===== src/rtl/adder_tb_pkg.sv =====
// rtl/adder_tb_pkg.sv - shared types and constants for the 4-bit adder scoreboard
package adder_tb_pkg;

  localparam int CNT_W       = 16;
  localparam int DEF_WIDTH   = 4;
  localparam int DEF_LATENCY = 1;

  typedef enum logic [1:0] {
    IDLE = 2'd0,
    RUN  = 2'd1,
    DONE = 2'd2,
    FAIL = 2'd3
  } chk_state_t;

  // Counter increment that sticks at all-ones instead of wrapping
  function automatic logic [CNT_W-1:0] sat_inc(input logic [CNT_W-1:0] v);
    return (v == {CNT_W{1'b1}}) ? v : v + 1'b1;
  endfunction

endpackage


===== src/rtl/adder_chk_delay.sv =====
// rtl/adder_chk_delay.sv - LATENCY-deep alignment pipe for {valid, a, b}
module adder_chk_delay
  import adder_tb_pkg::*;
#(
  parameter int WIDTH   = DEF_WIDTH,
  parameter int LATENCY = DEF_LATENCY
) (
  input  logic             clk,
  input  logic             rst,
  input  logic             valid_in,
  input  logic [WIDTH-1:0] a_in,
  input  logic [WIDTH-1:0] b_in,
  output logic             valid_out,
  output logic [WIDTH-1:0] a_out,
  output logic [WIDTH-1:0] b_out
);

  localparam int W = 1 + 2 * WIDTH;

  logic [W-1:0] stages [LATENCY];

  // Free-running shift register; it never stalls so stimulus stays aligned with the sums
  always_ff @(posedge clk or posedge rst) begin
    if (rst) begin
      for (int i = 0; i < LATENCY; i++) stages[i] <= '0;
    end else begin
      stages[0] <= {valid_in, a_in, b_in};
      for (int i = 1; i < LATENCY; i++) stages[i] <= stages[i-1];
    end
  end

  assign {valid_out, a_out, b_out} = stages[LATENCY-1];

endmodule


===== config.mk =====
export PLATFORM = sky130hd
export DESIGN_NAME = adder_chk_delay
export DESIGN_NICKNAME = d
export VERILOG_FILES = /design/src/rtl/adder_tb_pkg.sv /design/src/rtl/adder_chk_delay.sv
export SDC_FILE = /design/constraint.sdc
export NUM_CORES = 1
export LEC_CHECK = 0
export ABC_CLOCK_PERIOD_IN_PS = 800
export BUFFER_PORTS_ARGS = -buffer_cell sky130_fd_sc_hd__buf_2
export CAP_MARGIN = 20
export CORE_AREA = 2 2 39 41
export DETAILED_ROUTE_END_ITERATION = 7
export DIE_AREA = 0 0 41 43
export GPL_ROUTABILITY_DRIVEN = 0
export PLACE_DENSITY = 0.53
export SYNTH_ARGS = -nofsm -noshare
export SYNTH_HDL_FRONTEND = slang
export SYNTH_SLANG_ARGS = --single-unit

===== constraint.sdc =====
create_clock -name clk -period 0.8 [get_ports clk]
set_clock_uncertainty 0.1 [all_clocks]
set_input_delay 0 -clock clk [delete_from_list [all_inputs] [get_ports clk]]
set_output_delay 0 -clock clk [all_outputs]
set_load 0.03 [all_outputs]

==> results of run 1 <==
## power by group through the flow
stage                     Combinational, uW  Sequential [uW]  Clock (uW)
after CTS                               172              490         343
after floorplan                        7.05              541           0
after global placement                  106              493           0
after global routing                    184              492         360
after detailed placement                108              492           0
final                                   170              489         330
## through the flow
stage,setup slack (ps),total power [uW]
global placement,177,599
finish,-67.2,990
CTS,-77.5,1010
global route,-102,1040
floorplan,233,548
detailed placement,182,600
## final cells by class
| type | count | area, sq um | area share (%) |
|---|---|---|---|
| Timing Repair Buffer | 29 | 251 | 47.7 |
| Sequential cell | 9 | 225 | 42.8 |
| Clock buffer | 4 | 26.3 | 4.99 |
| Tap cell | 16 | 20.0 | 3.80 |
| Inverter | 1 | 3.75 | 0.713 |
## cells by family (layout without fill, tap and decap cells)
family,Yosys count,after routing
buffers and inverters,1,34
DFF,9,9
## cells in the final DEF (no fill, tap or decap), drive strengths merged
cell	n
clkbuf	4
dlygate4sd3	10
buf	19
inv	1
dfrtp	9
## metal layers
| layer | global-route usage [%] | wire length, um |
|---|---|---|
| met1 | 9.06 | 242 |
| met2 | 10.9 | 232 |
| met3 | 3.66 | 93 |
| met4 | 6.00 | 0 |
| met5 | 0 | 0 |
## repair_timing
item                                   4_1_cts  5_1_grt
buffers inserted                             0        0
setup endpoints to repair                    9        9
resized for setup                           18        0
cloned                                       0        0
endpoints found under the hold margin       18        0
hold buffers                                10        0
## cell usage after synthesis
master   n
inv_1    1
dfrtp_1  9
## how the worst max path moves through the flow
stage                             start  cells after the start        to
finish              stages[4]$_DFF_PP0_                      1  a_out[0]
global route        stages[4]$_DFF_PP0_                      1  a_out[0]
CTS                 stages[2]$_DFF_PP0_                      1  b_out[2]
detailed placement  stages[2]$_DFF_PP0_                      1  b_out[2]
global placement    stages[2]$_DFF_PP0_                      1  b_out[2]
floorplan           stages[4]$_DFF_PP0_                      0  a_out[0]
==> metrics, run 1 <==
crit-path leading delay family flip-flops; Port Buffers 19; mux contribution to synthesized area 0%; design area 527 sq um; period utilization 108%; Setup CP Type reg -> out; Via density 3.36; Die Wd 41 um; Nets 55; startpoint types flip-flop; leading area contributor after synthesis dfrtp_1; most flop-heavy register stages; Critical-path top delay cell dfrtp_1; Psw 228 uW; Max Clock Freq 1150 MHz; final non-filler cell total 59; Setup crit end kind output port; crit path DAT 770 ps; CP max stage delay 380 ps; sw frac 23.1%; die height 43 um; CTS buffer count 3; Filler Cell Count 148; RSZ-0062 raised after global routing yes; CTS Root Cell clkbuf_4; Sink Count 9; H-Tree Depth 1; number of multi-input logic gates 0; Layout area overhead 130%; Mapped Nets 21; Max Slew Vio Count 0; Post-Synth XOR/XNOR Area 0%; multi-input logic area 0 sq um; Mapped Cells 10; Hold WS 142 ps; failing checks setup timing; Synth Area in Compound Gates 0%; Core Area 1380 sq um; area share of the largest cell type after synthesis 98.4%; Power Dens Cells 1880 nW/um^2; final WL 568 um; Final TNS setup -527 ps; Ports 20; final hold vios 0; Die Area 1760 sq um; initial antenna violation count 0; Largest register FFs 9; final worst slack -67.2 ps; Initial Util 16.5%; Static Leak 0.000261 uW; Buf/Inv on CP 1; DR vias 198; Top Registers stages (9); row cnt 14; Seq cells post-synth 9; Comb power frac 17.2%; crit-path cells buf_6; max_cap viols 0; ANT nets after route 0; Worst-path clk slew 60 ps; TritonRoute pass-1 iters 1; worst hold path type in -> async; adder-cell share of the synthesized area 0%; yosys warns 0; utilization after layout 38.1%; internal power 762 uW; post-synthesis sequential area ratio 98.4%; slew margin rel. 79.2%; minimum clock period 867 ps; largest family of logic cells by synthesized area buffers and inverters; Yosys cell types 2; Worst-Margin Slew 312 ps; Avg WL per Cell 9.63 um; maximum number of pins on one net before global-route repair 10; Residual DRC 0; Mapped Avg Cell Area 22.9 sq um; GRT Resource Usage Total 7.93%; CTS tree built; vias in the first global route 215; initial DRC count 0; Synth Area in Simple Gates 0%; grt ovf 0; DP Cell Count 45; DP Area 344 sq um; sequential power share 49.4%; layout cell share with drive strength beyond 1 51.2%; Setup-failing EPs final 9; VDD IR max 0.000702 V; status complete, but fails checks; CP Max Fanout 1; Req. time, crit path 700 ps; dominant cells by area after synthesis dfrtp_1, inv_1; diodes inserted 0; first-pass GRT wire length 848 um; area of the mapped netlist 229 sq um; Clk pwr share 33.4%; Clock Path Buffers 2
Note: power is estimated with default switching activity, not from simulation.
==> run 2, diff against run 1 <==
- BUFFER_PORTS_ARGS: -buffer_cell sky130_fd_sc_hd__buf_2 -> -buffer_cell sky130_fd_sc_hd__clkbuf_2
==> metrics, run 2 (synthesis results as in run 1) <==
H-Tree Depth 1 (unchanged); Avg WL per Cell 10.4 um (+7.9%); die height 43 um (unchanged); Nets 55 (unchanged); crit-path cells buf_8; Worst-path clk slew 60 ps (about the same); Critical-path top delay cell dfrtp_1; Die Wd 41 um (unchanged); crit-path leading delay family flip-flops; Setup CP Type reg -> out; CP max stage delay 400 ps (+20 ps); initial antenna violation count 0 (unchanged); Power Dens Cells 1830 nW/um^2 (-2.5%); final WL 613 um (+7.9%); Final TNS setup -759 ps (-232 ps); Port Buffers 19 (unchanged); number of multi-input logic gates 0 (unchanged); Setup crit end kind output port; GRT Resource Usage Total 8.77% (+0.83 points); ANT nets after route 0 (unchanged); setup repair bufs after CTS 0 (unchanged); crit path DAT 800 ps (+30 ps); CTS tree built; CP Max Fanout 1 (unchanged); minimum clock period 896 ps (+28.4 ps); Top Registers stages (9); Die Area 1760 sq um (unchanged); met2 usage 9.38% (-1.6 points); Initial Util 16.5% (unchanged); diodes inserted 0 (unchanged); Max Clock Freq 1120 MHz (-3.2%); Max Slew Vio Count 0 (unchanged); multi-input logic area 0 sq um (unchanged); design area 561 sq um (+6.4%); Filler Cell Count 126 (-15%); startpoint types flip-flop; Residual DRC 0 (unchanged); Ports 20 (unchanged); most flop-heavy register stages; vias in the first global route 214 (-0.47%); TritonRoute pass-1 iters 3 (+2); layout cell share with drive strength beyond 1 51.2% (unchanged); Via density 3.54 (+5.6%); max_cap viols 0 (unchanged); Largest register FFs 9 (unchanged); Sink Count 9 (unchanged); status complete, but fails checks; met3 Use GR 5.24% (+1.6 points); Clock Path Buffers 2 (unchanged); Static Leak 0.000275 uW (+5.6%); Setup-failing EPs final 9 (unchanged); busiest grt layer met1; VDD IR max 0.000685 V (-2.4%); first-pass GRT wire length 883 um (+4.1%); leading cell types in the layout, fill and taps excluded dlygate4sd3_1, clkbuf_2, buf_8, dfrtp_1, clkbuf_4; CTS Root Cell clkbuf_4; failing checks setup timing; DR vias 209 (+5.6%); Worst-Margin Slew 335 ps (+22.8 ps); Buf/Inv on CP 1 (unchanged); slew margin rel. 77.7% (-1.5 points); register area 225 sq um (unchanged); maximum number of pins on one net before global-route repair 10 (unchanged); M1 GR Usage 11.5% (+2.4 points); CTS buffer count 3 (unchanged); DP Area 344 sq um (unchanged); worst hold path type in -> async; final worst slack -95.6 ps (-28.4 ps); RSZ-0062 raised after global routing yes; final hold vios 0 (unchanged); Layout area overhead 145%; period utilization 112% (+3.5 points); grt ovf 0 (unchanged); pre-CTS worst setup slack 159 ps (-22.3 ps); initial DRC count 2 (+2); Req. time, crit path 700 ps (about the same); row cnt 14 (unchanged); Core Area 1380 sq um (unchanged)
==> run 2: cell types whose count changed in the layout (fill, tap and decap cells not counted) <==
| cell | change |
|---|---|
| buf_2 | -10 |
| buf_6 | -9 |
| clkbuf_2 | +10 |
| buf_8 | +9 |
==> run 2: final timing paths <==
path                                      from                   to  cells past startpoint
max in group asynchronous                  rst  stages[8]$_DFF_PP0_                      3
setup / recovery           stages[2]$_DFF_PP0_             b_out[2]                      1
hold / removal                             rst  stages[4]$_DFF_PP0_                      3
min in group clk                       a_in[3]  stages[7]$_DFF_PP0_                      2
==> run 2: timing repair <==
| action | in CTS | in global routing |
|---|---|---|
| hold endpoints to repair | 18 | 0 |
| hold buffers | 10 | 0 |
| gates resized for setup | 18 | 9 |
| endpoints found under the setup margin | 9 | 9 |
==> run 2: metrics by stage <==
step	util [%]	cells	hold WS [ps]	total power, uW
2_1_floorplan	-	10	-272	548
3_3_place_gp	24.9	45	-157	600
3_5_place_dp	24.9	45	-148	602
4_1_cts	39.7	59	124	1030
5_1_grt	40.5	59	180	1080
6_report	40.5	59	125	1030
==> run 2: report_power, final <==
part	internal, uW	switching [uW]	leakage (uW)
Sequential	479	16.5	0.000105
Combinational	109	79.3	0.000155
Clock	192	152	0.0000150
==> run 2: cell type report <==
| type | instances | share of cell area, % |
|---|---|---|
| clock buffer | 4 | 4.69 |
| inverter | 1 | 0.670 |
| sequential | 9 | 40.2 |
| tap | 16 | 3.57 |
| timing repair buffer | 29 | 50.9 |
==> run 2: routing by layer <==
layer,vias up,wire (um)
met4,0,0
met5,-,0
met3,0,91
met2,22,250
li1,94,-
met1,93,270
==> run 3, diff against run 2 <==
- SKIP_CTS_REPAIR_TIMING: not set -> 1
==> metrics, run 3 (synthesis results as in run 1) <==
Max Slew Vio Count 0 (unchanged); ANT nets after route 0 (unchanged); CTS buffer count 3 (unchanged); Setup CP Type reg -> out; failing checks setup timing; leading cell types in the layout, fill and taps excluded dlygate4sd3_1, clkbuf_2, buf_6, dfrtp_1, clkbuf_4; Static Leak 0.000263 uW (-4.5%); CP Max Fanout 1 (unchanged); maximum number of pins on one net before global-route repair 10 (unchanged); Comb power frac 17.1% (-1.2 points); die height 43 um (unchanged); Top Registers stages (9); final WL 615 um (+0.33%); DR vias 212 (+1.4%); period utilization 110% (-1.5 points); final worst slack -83.8 ps (+11.8 ps); Clk pwr share 34.0% (+0.5 points); GRT Resource Usage Total 7.65% (-1.1 points); Via density 3.59 (+1.4%); Initial Util 16.5% (unchanged); crit path DAT 780 ps (-20 ps); TritonRoute pass-1 iters 3 (unchanged); layout cell share with drive strength beyond 1 51.2% (unchanged); Req. time, crit path 700 ps (about the same); Worst-Margin Slew 336 ps (+1.05 ps); Filler Cell Count 139 (+10%); Sink Count 9 (unchanged); initial antenna violation count 0 (unchanged); Power Dens Cells 1910 nW/um^2 (+4.0%); Port Buffers 19 (unchanged); H-Tree Depth 1 (unchanged); diodes inserted 0 (unchanged); Nets 55 (unchanged); final hold vios 0 (unchanged); Avg WL per Cell 10.4 um (+0.33%); slew margin rel. 77.6% (about the same); Ports 20 (unchanged); Die Wd 41 um (unchanged); startpoint types flip-flop; row cnt 14 (unchanged); multi-input logic area 0 sq um (unchanged); Setup crit end kind output port; Layout area overhead 130%; sw frac 24.0% (-0.081 points); Residual DRC 0 (unchanged); CTS tree built; CP max stage delay 380 ps (-20 ps); first-pass GRT wire length 731 um (-17%); crit-path leading delay family flip-flops; grt ovf 0 (unchanged); minimum clock period 884 ps (-11.8 ps); number of multi-input logic gates 0 (unchanged); Worst-path clk slew 60 ps (about the same); Core Area 1380 sq um (unchanged); Largest register FFs 9 (unchanged); max_cap viols 0 (unchanged); internal power 762 uW (-2.2%); Critical-path top delay cell dfrtp_1; status complete, but fails checks; initial DRC count 2 (unchanged); Setup-failing EPs final 9 (unchanged); crit-path cells buf_6; Max Clock Freq 1130 MHz (+1.3%); design area 527 sq um (-6.0%); Die Area 1760 sq um (unchanged); worst hold path type in -> async; Clock Path Buffers 2 (unchanged); vias in the first global route 155 (-28%); sequential power share 48.9% (+0.7 points); Buf/Inv on CP 1 (unchanged); Final Power 1000 uW (-2.3%); most flop-heavy register stages; Psw 241 uW (-2.6%); DP Area 344 sq um (unchanged); CTS Root Cell clkbuf_4; RSZ-0062 raised after global routing yes; Final TNS setup -630 ps (+130 ps); VDD IR max 0.000684 V (-0.18%)
run 3: how the worst max path moves through the flow:
stage / slack [ps] / cells past startpoint / from / end
2_1_floorplan: 230 / 0 / stages[4]$_DFF_PP0_ / a_out[0]
3_3_place_gp: 170 / 1 / stages[7]$_DFF_PP0_ / a_out[3]
3_5_place_dp: 160 / 1 / stages[7]$_DFF_PP0_ / a_out[3]
4_1_cts: -120 / 1 / stages[7]$_DFF_PP0_ / a_out[3]
5_1_grt: -120 / 1 / stages[2]$_DFF_PP0_ / b_out[2]
6_report: -80 / 1 / stages[2]$_DFF_PP0_ / b_out[2]
run 3: cell type report:
class,count,area [sq um],share of cell area (%)
Clock buffer,4,26.3,4.99
Inverter,1,3.75,0.713
Tap cell,16,20.0,3.80
Sequential cell,9,225,42.8
Timing Repair Buffer,29,251,47.7
run 3: routing by layer:
metal | vias up | global-route usage (%) | part of all wire, %
met5 | - | 0 | 0
met4 | 0 | 8.00 | 0
met3 | 0 | 5.24 | 16
met2 | 22 | 5.63 | 39
met1 | 96 | 11.8 | 45
li1 | 94 | - | -
run 3: power groups by stage:
stage | logic, uW | registers, uW | clock network, uW
final | 172 | 491 | 341
after global routing | 184 | 492 | 383
after CTS | 108 | 486 | 357
after detailed placement | 108 | 494 | 0
after global placement | 106 | 494 | 0
after floorplan | 7.05 | 541 | 0
run 3: per-stage QoR:
step | cells | hold WS (ps) | worst slack (ps) | util, %
detailed placement | 45 | -148 | 159 | 24.9
global placement | 45 | -157 | 168 | 24.9
finish | 59 | 122 | -83.8 | 38.1
floorplan | 10 | -272 | 233 | -
global route | 59 | 180 | -117 | 38.1
CTS | 49 | -427 | -125 | 26.8
